--- config.mk ---
export PLATFORM = sky130hd
export DESIGN_NAME = act_row_drain_buffer
export DESIGN_NICKNAME = d
export VERILOG_FILES = /design/src/rtl/act_row_drain_buffer.sv
export SDC_FILE = /design/constraint.sdc
export NUM_CORES = 1
export LEC_CHECK = 0
export ABC_CLOCK_PERIOD_IN_PS = 6100
export CAP_MARGIN = 30
export CORE_ASPECT_RATIO = 0.9
export CORE_MARGIN = 2
export CORE_UTILIZATION = 50
export DETAILED_ROUTE_END_ITERATION = 6
export PLACE_DENSITY = 0.72
export SYNTH_ARGS = -nofsm -noshare
export SYNTH_HDL_FRONTEND = slang
export SYNTH_SLANG_ARGS = --single-unit
--- constraint.sdc ---
create_clock -name clk -period 6.1 [get_ports clk]
set_input_delay 1.22 -clock clk [delete_from_list [all_inputs] [get_ports clk]]
set_output_delay 1.22 -clock clk [all_outputs]
set_load 0.1 [all_outputs]
--- src/rtl/act_row_drain_buffer.sv ---
// Row FIFO between the activation unit and the output cache/DMA.
// It captures whole Q8.8 rows on a strobe and streams them out one element per valid/ready beat.
module act_row_drain_buffer #(
  parameter int DATA_WIDTH  = 16,
  parameter int MATRIX_SIZE = 8,
  parameter int ROW_DEPTH   = 4
) (
  input  logic                              clk,
  input  logic                              rst_n,
  input  logic                              clear,
  input  logic [MATRIX_SIZE*DATA_WIDTH-1:0] in_data,
  input  logic                              in_valid,
  output logic [DATA_WIDTH-1:0]             out_data,
  output logic                              out_valid,
  input  logic                              out_ready,
  output logic                              out_last,
  output logic [$clog2(ROW_DEPTH+1)-1:0]    row_count,
  output logic                              full,
  output logic                              overflow
);

  localparam int CW = $clog2(ROW_DEPTH + 1);
  localparam int PW = $clog2(ROW_DEPTH);
  localparam int EW = (MATRIX_SIZE > 1) ? $clog2(MATRIX_SIZE) : 1;
  localparam logic [CW-1:0] DEPTH_C  = CW'(ROW_DEPTH);
  localparam logic [EW-1:0] LAST_IDX = EW'(MATRIX_SIZE - 1);

  typedef enum logic {IDLE, SEND} state_t;

  state_t          state, state_d;
  logic [PW-1:0]   wr_ptr, wr_ptr_d;
  logic [PW-1:0]   rd_ptr, rd_ptr_d;
  logic [EW-1:0]   elem_idx, elem_idx_d;
  logic [CW-1:0]   row_count_d;
  logic            overflow_d;
  logic            beat, pop, push;

  logic [DATA_WIDTH-1:0] mem [ROW_DEPTH][MATRIX_SIZE];

  assign out_valid = (state == SEND);
  assign out_last  = out_valid && (elem_idx == LAST_IDX);
  assign out_data  = out_valid ? mem[rd_ptr][elem_idx] : '0;
  assign full      = (row_count == DEPTH_C);

  // A full FIFO still accepts a row when the head row's final element leaves in the same cycle.
  assign beat = out_valid && out_ready;
  assign pop  = beat && (elem_idx == LAST_IDX);
  assign push = in_valid && ((row_count != DEPTH_C) || pop);

  always_comb begin
    state_d     = state;
    wr_ptr_d    = wr_ptr;
    rd_ptr_d    = rd_ptr;
    elem_idx_d  = elem_idx;
    row_count_d = row_count;
    overflow_d  = overflow;
    if (clear) begin
      state_d     = IDLE;
      wr_ptr_d    = '0;
      rd_ptr_d    = '0;
      elem_idx_d  = '0;
      row_count_d = '0;
      overflow_d  = 1'b0;
    end else begin
      if (beat) begin
        if (pop) begin
          elem_idx_d = '0;
          rd_ptr_d   = rd_ptr + PW'(1);
        end else begin
          elem_idx_d = elem_idx + EW'(1);
        end
      end
      if (push) begin
        wr_ptr_d = wr_ptr + PW'(1);
      end else if (in_valid) begin
        overflow_d = 1'b1;
      end
      case ({push, pop})
        2'b10:   row_count_d = row_count + CW'(1);
        2'b01:   row_count_d = row_count - CW'(1);
        default: row_count_d = row_count;
      endcase
      state_d = (row_count_d != '0) ? SEND : IDLE;
    end
  end

  always_ff @(posedge clk) begin
    if (!rst_n) begin
      state     <= IDLE;
      wr_ptr    <= '0;
      rd_ptr    <= '0;
      elem_idx  <= '0;
      row_count <= '0;
      overflow  <= 1'b0;
    end else begin
      state     <= state_d;
      wr_ptr    <= wr_ptr_d;
      rd_ptr    <= rd_ptr_d;
      elem_idx  <= elem_idx_d;
      row_count <= row_count_d;
      overflow  <= overflow_d;
    end
  end

  // Row storage is never reset; the pointers alone decide what is valid.
  always_ff @(posedge clk) begin
    if (rst_n && !clear && push) begin
      for (int k = 0; k < MATRIX_SIZE; k++) begin
        mem[wr_ptr][k] <= in_data[k*DATA_WIDTH +: DATA_WIDTH];
      end
    end
  end

endmodule

* Word-level counts from Yosys, hierarchy flattened
Memory sizes are Yosys's and may differ from the RTL's. A register that Yosys moved wholly into a read port is not among the register bits. Index checks and enable logic that the tools add are counted.
Word-level totals: register bits after elaboration 12, RAM bits 512, input bits 133, output and inout port bits 23, word-level logic and storage cells 45, memories kept 1
Memories:
- mem | words 4, bits a word 128, rd ports 1, clocked after Yosys merged registers in 1, write ports 1, RTL line 38 | logic [DATA_WIDTH-1:0] mem [ROW_DEPTH][MATRIX_SIZE];
Operators by class: add/subtract/negate cells 5, magnitude comparators 1, eq/ne operators 5, muxes and demuxes 12, bitwise gates (word level) 3, reduce and logical (&&, ||, !) cells 12
Operator list (number):
- 16-bit binary-select mux with 3-bit select | 1
- 16-bit 2-to-1 mux | 3
- 3-bit by 1-bit adder with 3-bit output (second input constant) | 2
- 3-bit equality test (second input constant) | 2
- 1-bit logical AND | 6
- 3-bit 2-to-1 mux | 2
- 3-bit case mux with 2 select lines | 1
- 2-bit by 1-bit adder with 2-bit output (second input constant) | 2
- 4-bit >= comparator (second input constant) | 1
- 2-bit 2-to-1 mux | 2
- 3-bit inverter with 4-bit output | 1
- 2-bit AND reduction | 2
- 1-bit 2-to-1 mux | 3
- 3-bit inequality test (second input constant) | 1
- 3-bit nonzero test | 1
- 3-bit by 1-bit subtractor with 3-bit output (second input constant) | 1
- 2-bit by 1-bit equality test with 1-bit output (second input constant) | 1
- 2-bit equality test (second input constant) | 1
- 1-bit inverter | 2
- 2-bit OR reduction | 1
- 1-bit logical NOT | 1
- 1-bit logical OR | 1

* Logic depth before layout (Yosys ltp)
Gate-level depths: netlist (run 1).
word-level depth 9, gate-level depth with buffers 8, mapped depth without buffers 8

* Worst setup path before layout (run 1)
Ideal clock, no wire load.
path kind reg-to-reg, start point register row_count[2], end point memory mem[0][0] (netlist bit), enable pin, library setup time 0.825 ns, arrival time 5.421 ns, data required time 5.275 ns, slack -0.146 ns, stages on the path, launching flop included 6, buffers on the path 0, clock period less this slack 6.246 ns, cells stage by stage dfxtp_1 nor3b_1 nand2_1 nand2_1 nor2_1 and2_1
Between the ends: longest elaborated chain between the ends 6
RTL lines:
- start, declared | RTL line 17 | output logic [$clog2(ROW_DEPTH+1)-1:0] row_count,
- start signal, assigned | RTL line 100 | row_count <= row_count_d;
- 3-bit inequality test | RTL line 48 | assign push = in_valid && ((row_count != DEPTH_C) || pop);
- 1-bit logical OR | RTL line 48
- 1-bit logical AND | RTL line 48
- 1-bit logical AND | RTL line 107 | if (rst_n && !clear && push) begin
- 1-bit 2-to-1 mux | RTL line 107
- 1-bit 2-to-1 mux (implied by the code) | RTL line 109 | mem[wr_ptr][k] <= in_data[k*DATA_WIDTH +: DATA_WIDTH];
- end, declared | RTL line 38
No other way between the ends.

==> results of run 1 <==
[layer usage]
metal  vias to the layer above  global-route usage [%]  share of wire (%)
li1                       4107                       -                  -
met1                      4974                    29.0                 42
met2                       340                    31.4                 48
met3                        62                    4.19                7.3
met4                         0                    6.21                2.4
met5                         -                       0                  0
[kinds of logic after synthesis]
logic type	Yosys count
flops	526
mux	178
simple gates	55
buf+inv	51
compound gates	55
xor+xnor	5
fa+ha+maj	7
[sequential cells by signal, summed over array words and instances (netlist names), named ones only]
signal / cells
elem_idx: 3
mem: 512
out_valid: 1
overflow: 1
rd_ptr: 2
row_count: 3
wr_ptr: 2
[worst reg2reg max path, delay by kind of cell, from the launching register on]
kind                       cells  cell delay (ps)
and+or+nand+nor                5             1400
buffers and inverters          1              490
adders and majority gates      2              550
DFF                            1              890
[cells in the final DEF (no fill, tap or decap), types with 2 or more instances in the layout]
cell type,synthesis,final
a21oi_1,17,17
a221oi_1,13,13
a22oi_1,3,3
a31oi_1,4,4
and2_1,6,2
and2_4,0,4
buf_12,0,8
buf_4,8,16
bufinv_16,0,7
clkbuf_1,22,4
clkbuf_16,0,53
clkdlybuf4s50_1,0,155
clkinv_1,0,10
clkinv_2,0,17
clkinv_4,0,2
clkinvlp_4,0,2
dfxtp_1,14,11
dfxtp_4,0,2
diode_2,0,3
edfxtp_1,512,512
ha_1,6,6
inv_1,4,4
mux2_2,35,35
mux2i_1,15,15
mux4_2,128,128
nand2_1,9,9
nand2b_1,2,2
nand3_1,3,3
nor2_1,26,26
nor2b_1,2,2
o221ai_1,16,16
xnor2_1,3,3
xor2_1,2,2
[metrics by stage]
| step | hold slack, ps | setup slack [ps] |
|---|---|---|
| after CTS | 483 | 672 |
| after detailed placement | 470 | 1300 |
| after global placement | 454 | 1290 |
| final | 476 | 743 |
| after floorplan | 469 | 644 |
| after global routing | 551 | 488 |
[area by class of cell]
type / instances / area, um^2
clock inverter: 39 / 374
inverter: 4 / 15.0
clock buffer: 57 / 1340
antenna: 3 / 7.51
timing repair buffer: 180 / 1860
sequential: 526 / 15700
tap: 532 / 666
multi-input combinational: 300 / 4240
fill: 2678 / 15500
[worst min path at each step]
stage / to / slack, ps / cells past startpoint
after global routing: wr_ptr[1]$_SDFFE_PP0P_ / 550 / 2
final: overflow$_SDFFE_PP0P_ / 480 / 2
after floorplan: wr_ptr[1]$_SDFFE_PP0P_ / 470 / 2
after CTS: overflow$_SDFFE_PP0P_ / 480 / 2
after detailed placement: overflow$_SDFFE_PP0P_ / 470 / 2
after global placement: overflow$_SDFFE_PP0P_ / 450 / 2
[power by group]
part	total, uW	internal, uW	switching (uW)
combinational	268	126	142
sequential	4020	4000	13.7
clock	3170	1880	1290
total	7460	6010	1450
==> flow_metrics.env, run 1 <==
export IMPL_status="completed"
export IMPL_place_area_um2=22400
export IMPL_synth_nets=1017
export IMPL_clk_insertion_delay_late_ps=570
export IMPL_yosys_top_cells_area="edfxtp_1 (76%), mux4_2 (14%), mux2_2 (2.0%)"
export IMPL_holdCritPathClass="reg -> reg"
export IMPL_drv_cap=0
export IMPL_drt_iter0_markers=900
export IMPL_p_leak_uw=0.00743
export IMPL_clock_skew_ps=12.6
export IMPL_seq_area_frac_synth_pct=77.7
export IMPL_drv_slew=0
export IMPL_cts_tree="yes"
export IMPL_grt_start_max_net_pins=77
export IMPL_yosys_area_share_adder_pct=0.472
export IMPL_worstMarginPinSlew_ps=1030
export IMPL_fmax_mhz=187
export IMPL_clock_root_buffer="clkbuf_16"
export IMPL_wire_per_inst_um=25.2
export IMPL_rows=69
export IMPL_die_width_um=216
export IMPL_coreArea_um2=39600
export IMPL_crit_path_end_kind="primary output"
export IMPL_utilization_pct=61.0
export IMPL_gp_congestion=0.719
export IMPL_mappedNetlistArea_um2=20100
export IMPL_clockBufferDepth=3
export IMPL_crit_type="reg -> out"
export IMPL_yosys_cell_types_count=34
export IMPL_cp_num_buf_inv=2
export IMPL_num_vias=9483
export IMPL_drtPass1Iterations=5
export IMPL_drc=0
export IMPL_synthFlopType="edfxtp_1"
export IMPL_synth_mux_area_share_pct=17.0
export IMPL_tns_ps=0
export IMPL_synthCells=877
export IMPL_crit_path_start_kind="register"
export IMPL_min_from="overflow$_SDFFE_PP0P_"
export IMPL_crit_end="out_data[1]"
export IMPL_async_flop_share_pct=0
export IMPL_portBuffers=155
export IMPL_cellPowerDensity_nw_per_um2=308
export IMPL_worstPathMaxFanout=23
export IMPL_cts_clk_slew_worst_paths_ps=60
export IMPL_synth_common_cells="edfxtp_1 (512), mux4_2 (128), mux2_2 (35)"
export IMPL_grtUsageTotal_pct=20.1
export IMPL_first_global_vias=9998
export IMPL_required_ps=4880
export IMPL_post_route_min_period_ps=5360
export IMPL_worstPathArrival_ps=4140
export IMPL_synthSimpleGateAreaFrac_pct=1.29
export IMPL_design_area_um2=24200
export IMPL_drt_wl_total_um=41300
export IMPL_max_stage_delay_ps=1020
export IMPL_fin_nets=1204
export IMPL_r2r_slack_ps=2400
export IMPL_place_inst=1542
export IMPL_synth_compound_area_share_pct=2.00
export IMPL_clock_sinks=526
export IMPL_htree_levels=2
export IMPL_postCtsSetupBuffers=0
export IMPL_worstReg2RegStart="elem_idx[0]$_SDFFE_PP0P_"
export IMPL_worstSetupPathDepth=7
export IMPL_slowest_stage="clkdlybuf4s50_1"
export IMPL_hold_viol=0
export IMPL_path_delay_family="buffers and inverters"
export IMPL_rsz0062_at_grt="false"
export IMPL_vias_per_cell=5.78
export IMPL_drive_gt1_share_pct=25.3
export IMPL_ir_drop_mv=0.192
export IMPL_avgSynthCellArea_um2=23.0
export IMPL_synth_edf_count=512
export IMPL_crit_chain="buf_4, mux4_2, mux2i_1, nor2_1, a221oi_1, a21oi_1, clkdlybuf4s50_1"
export IMPL_start_util_pct=50.8
export IMPL_dp_hpwl_um=26200
export IMPL_hold_buffers=0
export IMPL_synth_top_area_share_pct=76.3
export IMPL_numCtsBuffers=52
export IMPL_yosysWarnings=0
export IMPL_post_route_period_util_pct=87.8
export IMPL_reg2reg_depth=8
export IMPL_instances_no_fill=1641
export IMPL_grt_overflow_total=0
export IMPL_pin_count=156
export IMPL_area_growth_syn_to_layout_pct=20.0
export IMPL_max_slew_margin_pct=31.5
export IMPL_ys_seq_elements=526
export IMPL_synth_xor_area_share_pct=0.217
export IMPL_synth_top_area_cell="edfxtp_1"
export IMPL_setup_viol=0
export IMPL_synth_most_common_cell="edfxtp_1"
export IMPL_ant_nets=0
export IMPL_fp_dieH_um=194
export IMPL_dieArea_um2=41900
export IMPL_synth_top_family_by_area="multiplexers"
export IMPL_reg2reg_to="mem[3][76]$_DFFE_PP_"
export IMPL_total_power_uw=7460
export IMPL_grt_pass1_wl_um=62500
export IMPL_cts_resized=0
export IMPL_antenna_found_initial=3
No activity file was read; power rests on OpenSTA's default activity.
==> run 2, diff against run 1 <==
--- a/config.mk
+++ b/config.mk
@@ -5,13 +5,13 @@
 export SDC_FILE = /design/constraint.sdc
 export NUM_CORES = 1
 export LEC_CHECK = 0
-export ABC_CLOCK_PERIOD_IN_PS = 6100
+export ABC_CLOCK_PERIOD_IN_PS = 4600
 export CAP_MARGIN = 30
 export CORE_ASPECT_RATIO = 0.9
 export CORE_MARGIN = 2
 export CORE_UTILIZATION = 50
 export DETAILED_ROUTE_END_ITERATION = 6
-export PLACE_DENSITY = 0.72
+export PLACE_DENSITY = 0.75
 export SYNTH_ARGS = -nofsm -noshare
 export SYNTH_HDL_FRONTEND = slang
 export SYNTH_SLANG_ARGS = --single-unit
==> constraint.sdc (replaced) <==
create_clock -name clk -period 4.6 [get_ports clk]
set_input_delay 0.92 -clock clk [delete_from_list [all_inputs] [get_ports clk]]
set_output_delay 0.92 -clock clk [all_outputs]
set_load 0.1 [all_outputs]
==> run 2 against run 1 <==
Against the previous run:
- clock power is 27% higher
- largest power group unchanged
- setup slack worse by 290 ps
- critical path depth is 2 lower
- final cell count unchanged
==> flow_metrics.env, run 2 (same netlist as run 1, synthesis figures left out) <==
export IMPL_status="completed"
export IMPL_holdPathStages=2
export IMPL_crit_path_start_kind="register"
export IMPL_reg2reg_depth=8
export IMPL_worst_slack_ps=458
export IMPL_antenna_found_initial=6
export IMPL_rows=69
export IMPL_final_cell_mix="edfxtp_1 (512), clkdlybuf4s50_1 (138), mux4_2 (128), clkbuf_16 (51), mux2_2 (35)"
export IMPL_crit_type="reg -> out"
export IMPL_utilization_pct=61.0
export IMPL_hold_viol=0
export IMPL_place_ws_ps=943
export IMPL_clock_root_buffer="clkbuf_16"
export IMPL_drv_slew=0
export IMPL_die_width_um=216
export IMPL_setup_viol=0
export IMPL_total_power_uw=9710
export IMPL_htree_levels=2
export IMPL_final_common_cell="edfxtp_1"
export IMPL_tns_ps=0
export IMPL_clk_insertion_delay_late_ps=560
export IMPL_worstMarginPinSlew_ps=992
export IMPL_grt_pass1_wl_um=62300
export IMPL_multiInputGateArea_um2=4240
export IMPL_drtPass1Iterations=5
export IMPL_grtUsageTotal_pct=20.2
export IMPL_p_sw_uw=1910
export IMPL_crit_path_end_kind="primary output"
export IMPL_power_internal_uw=7800
export IMPL_fmax_mhz=241
export IMPL_numCtsBuffers=51
export IMPL_drive_gt1_share_pct=26.0
export IMPL_reg2reg_to="mem[2][105]$_DFFE_PP_"
export IMPL_hold_buffers=0
export IMPL_fillers=2664
export IMPL_r2r_slack_ps=1260
export IMPL_worstReg2RegStart="elem_idx[1]$_SDFFE_PP0P_"
export IMPL_dieArea_um2=41900
export IMPL_required_ps=3680
export IMPL_cts_tree="yes"
export IMPL_fp_dieH_um=194
export IMPL_drt_iter0_markers=948
export IMPL_cts_clk_slew_worst_paths_ps=60
export IMPL_power_frac_clock_pct=41.4
export IMPL_regArea_um2=15700
export IMPL_seq_power_share_pct=54.8
export IMPL_area_growth_syn_to_layout_pct=20.0
export IMPL_reg_top3="mem x512, elem_idx x3, row_count x3"
export IMPL_post_route_min_period_ps=4140
export IMPL_ant_nets=0
export IMPL_ir_drop_mv=0.268
export IMPL_wire_per_inst_um=25.8
export IMPL_cts_resized=0
export IMPL_min_from="overflow$_SDFFE_PP0P_"
export IMPL_clockBufferDepth=3
export IMPL_pin_count=156
export IMPL_holdCritPathClass="reg -> reg"
export IMPL_switching_share_pct=19.6
export IMPL_portBuffers=155
export IMPL_num_vias=9606
export IMPL_clock_skew_ps=16.3
export IMPL_postCtsSetupBuffers=0
export IMPL_p_leak_uw=0.00744
export IMPL_first_global_vias=9797
export IMPL_min_to="overflow$_SDFFE_PP0P_"
export IMPL_cellPowerDensity_nw_per_um2=402
export IMPL_clock_sinks=526
export IMPL_worstPathArrival_ps=3220
export IMPL_drc=0
export IMPL_worstPathMaxFanout=22
export IMPL_rsz0062_at_grt="false"
export IMPL_combPwrFrac_pct=3.8
export IMPL_start_util_pct=50.8
export IMPL_dp_hpwl_um=26300
export IMPL_post_route_period_util_pct=90.1
export IMPL_largest_reg_flops=512
export IMPL_coreArea_um2=39600
export IMPL_vias_per_cell=5.85
export IMPL_gp_congestion=0.734
export IMPL_drt_wl_total_um=42300
export IMPL_grt_overflow_total=0
export IMPL_largest_register="mem"
export IMPL_drv_cap=0
export IMPL_grt_start_max_net_pins=54
export IMPL_fin_nets=1207
export IMPL_max_slew_margin_pct=33.6
-- run 2: layer usage --
| metal | share of wire, % | GRT usage, % | routed length, um | vias up |
|---|---|---|---|---|
| li1 | - | - | - | 4128 |
| met1 | 43 | 29.2 | 18000 | 5040 |
| met2 | 48 | 31.3 | 20200 | 356 |
| met3 | 7.4 | 4.90 | 3120 | 78 |
| met4 | 2.2 | 5.36 | 924 | 4 |
| met5 | 0.061 | 0 | 26 | - |
-- run 2: critical path, cell delays in order, from the launching register on --
cell,delay (ps)
dfxtp_4,590
buf_4,480
mux4_2,560
a221oi_1,560
a21oi_1,190
buf_4,270
-- run 2: power by group through the flow --
stage               logic [uW]  registers, uW  clock network [uW]
finish                     367           5320                4020
global route               389           5320                4270
CTS                        370           5320                4090
detailed placement         367           5420                   0
global placement           360           5420                   0
floorplan                  125           5430                   0
-- run 2: through the flow --
stage,hold slack (ps),area [um^2],std cells
after detailed placement,467,22600,1546
final,476,24200,1641
after global routing,530,24200,1639
after CTS,482,24200,1639
after global placement,470,22600,1546
after floorplan,469,20200,877
-- run 2: final cells by class --
type                            instances  share of cell area [%]
Timing Repair Buffer                  184                    8.13
Antenna cell                            2                  0.0207
Clock buffer                           64                    5.48
Inverter                                4                  0.0621
Clock inverter                         29                    1.18
Tap cell                              532                    2.75
Multi-Input combinational cell        300                    17.6
Sequential cell                       526                    64.8
-- run 2: worst max path at each step --
stage | slack, ps | cells past startpoint | end | start
floorplan | 400 | 5 | mem[0][0]$_DFFE_PP_ | row_count[2]$_SDFF_PP0_
global placement | 920 | 5 | out_data[7] | register
detailed placement | 940 | 5 | out_data[7] | register
CTS | 320 | 5 | out_data[7] | register
global route | 270 | 7 | out_data[1] | register
finish | 460 | 5 | out_data[7] | register
==> run 3, diff against run 2 <==
--- a/config.mk
+++ b/config.mk
@@ -9,9 +9,11 @@
 export CAP_MARGIN = 30
 export CORE_ASPECT_RATIO = 0.9
 export CORE_MARGIN = 2
-export CORE_UTILIZATION = 50
+export CORE_UTILIZATION = 25
 export DETAILED_ROUTE_END_ITERATION = 6
-export PLACE_DENSITY = 0.75
+export DONT_BUFFER_PORTS = 1
+export PLACE_DENSITY = 0.42
 export SYNTH_ARGS = -nofsm -noshare
 export SYNTH_HDL_FRONTEND = slang
 export SYNTH_SLANG_ARGS = --single-unit
+export TNS_END_PERCENT = 10
==> run 3 against run 2 <==
Against the previous run:
- cell area down 1.5%
- clock skew up 21 ps
- final cell count up 25%
- sequential share of layout area is 1.0 points higher
- via count shrank 7.1%
- global-route usage is 7.9 points lower
- highest routed layer is now met4
- flip-flop and latch count did not move
==> flow_metrics.env, run 3 (same netlist as run 1, synthesis figures left out) <==
export IMPL_status="completed"
export IMPL_ant_nets=0
export IMPL_diodes=0
export IMPL_vias_per_cell=4.36
export IMPL_crit_chain="buf_12, mux4_2, mux2_2, o221ai_1, a31oi_2, buf_4"
export IMPL_holdPathStages=0
export IMPL_utilization_pct=29.9
export IMPL_post_route_min_period_ps=4210
export IMPL_p_leak_uw=0.00707
export IMPL_worstSetupPathDepth=6
export IMPL_drv_slew=0
export IMPL_path_delay_family="multiplexers"
export IMPL_drt_wl_total_um=50500
export IMPL_place_ws_ps=874
export IMPL_rows=98
export IMPL_slowest_stage="dfxtp_4"
export IMPL_worstPathArrival_ps=3290
export IMPL_place_inst=1936
export IMPL_coreArea_um2=79600
export IMPL_largest_register="mem"
export IMPL_clock_skew_ps=37.3
export IMPL_worstReg2RegStart="elem_idx[0]$_SDFFE_PP0P_"
export IMPL_worst_slack_ps=393
export IMPL_fillers=7642
export IMPL_drive_gt1_share_pct=33.7
export IMPL_crit_path_start_kind="register"
export IMPL_grt_start_max_net_pins=98
export IMPL_grtUsageTotal_pct=12.2
export IMPL_max_stage_delay_ps=600
export IMPL_wirelength_met1_um=22000
export IMPL_cts_tree="yes"
export IMPL_largest_reg_flops=512
export IMPL_reg2reg_to="mem[3][124]$_DFFE_PP_"
export IMPL_route_met3_wl_um=4130
export IMPL_fmax_mhz=238
export IMPL_final_cell_mix="edfxtp_1 (512), mux4_2 (128), clkbuf_16 (60), buf_4 (43), mux2_2 (35)"
export IMPL_post_route_period_util_pct=91.5
export IMPL_fin_nets=1088
export IMPL_cts_resized=0
export IMPL_die_width_um=303
export IMPL_crit_path_end_kind="primary output"
export IMPL_instances_no_fill=2048
export IMPL_ir_drop_mv=0.274
export IMPL_drv_cap=0
export IMPL_wire_per_inst_um=24.7
export IMPL_antenna_found_initial=0
export IMPL_num_vias=8927
export IMPL_area_growth_syn_to_layout_pct=18.2
export IMPL_worstPathMaxFanout=52
export IMPL_htree_levels=2
export IMPL_reg_top3="mem x512, elem_idx x3, row_count x3"
export IMPL_hold_buffers=0
export IMPL_grt_overflow_total=0
export IMPL_rsz0062_at_grt="false"
export IMPL_dp_hpwl_um=31500
export IMPL_clk_insertion_delay_late_ps=630
export IMPL_r2r_slack_ps=1390
export IMPL_highest_layer="met4"
export IMPL_gp_congestion=0.674
export IMPL_dieArea_um2=82900
export IMPL_required_ps=3680
export IMPL_clock_sinks=526
export IMPL_setup_viol=0
export IMPL_cellPowerDensity_nw_per_um2=424
export IMPL_portBuffers=0
export IMPL_numCtsBuffers=60
export IMPL_hold_viol=0
export IMPL_reg2reg_depth=8
export IMPL_first_global_vias=9572
export IMPL_drt_iter0_markers=511
export IMPL_pin_count=156
export IMPL_clock_root_buffer="clkbuf_16"
export IMPL_final_common_cell="edfxtp_1"
export IMPL_drtPass1Iterations=6
export IMPL_start_util_pct=25.3
export IMPL_crit_end="out_data[10]"
export IMPL_crit_type="reg -> out"
export IMPL_holdCritPathClass="in -> reg"
export IMPL_met2_length_um=23500
export IMPL_worstMarginPinSlew_ps=1000
export IMPL_postCtsSetupBuffers=0
export IMPL_fp_dieH_um=273
export IMPL_max_slew_margin_pct=33.8
export IMPL_clockBufferDepth=3
export IMPL_cts_clk_slew_worst_paths_ps=60
export IMPL_drc=0
export IMPL_grt_pass1_wl_um=72000
export IMPL_cp_num_buf_inv=2
[run 3: cell types whose count changed in the layout (fill, tap and decap cells not counted), sizes merged]
cell,previous run,this run
clkdlybuf4s50,138,0
inv,5,6
clkbuf,64,66
bufinv,5,4
clkinv,22,36
clkinvlp,1,4
diode,2,0
buf,46,56
[run 3: how the worst min path moves through the flow]
stage / startpoint / slack (ps) / end
after floorplan: wr_ptr[1]$_SDFFE_PP0P_ / 470 / wr_ptr[1]$_SDFFE_PP0P_
after global placement: wr_ptr[1]$_SDFFE_PP0P_ / 500 / wr_ptr[1]$_SDFFE_PP0P_
after detailed placement: wr_ptr[1]$_SDFFE_PP0P_ / 510 / wr_ptr[1]$_SDFFE_PP0P_
after CTS: in_data[23] / 310 / mem[0][103]$_DFFE_PP_
after global routing: in_data[22] / 320 / mem[0][102]$_DFFE_PP_
final: in_data[16] / 360 / mem[3][96]$_DFFE_PP_
[run 3: final cells by class]
class                   count  area [um^2]  share of cell area, %
flip-flops and latches    526        15700                   65.8
clock inverters            46          382                   1.60
clock buffers              66         1520                   6.40
inverters                   4         15.0                 0.0631
well taps                1050         1310                   5.52
multi-input cells         300         4320                   18.1
repair buffers             56          583                   2.45
[run 3: where the power goes]
part / internal (uW) / switching, uW
clock: 2620 / 1950
sequential: 5310 / 16.8
combinational: 67.4 / 131
[run 3: routing by layer]
| metal | global-route usage [%] | vias to the layer above |
|---|---|---|
| li1 | - | 3886 |
| met1 | 15.9 | 4796 |
| met2 | 19.2 | 180 |
| met3 | 4.79 | 65 |
| met4 | 2.85 | 0 |
| met5 | 0 | - |
[run 3: per-stage QoR]
| step | total power [uW] | hold slack (ps) | cell area [um^2] | TNS [ps] |
|---|---|---|---|---|
| 2_1_floorplan | 5560 | 469 | 20200 | -328640 |
| 3_3_place_gp | 5630 | 499 | 21900 | 0 |
| 3_5_place_dp | 5630 | 515 | 21900 | 0 |
| 4_1_cts | 10300 | 310 | 23800 | 0 |
| 5_1_grt | 10500 | 315 | 23800 | 0 |
| 6_report | 10100 | 363 | 23800 | 0 |
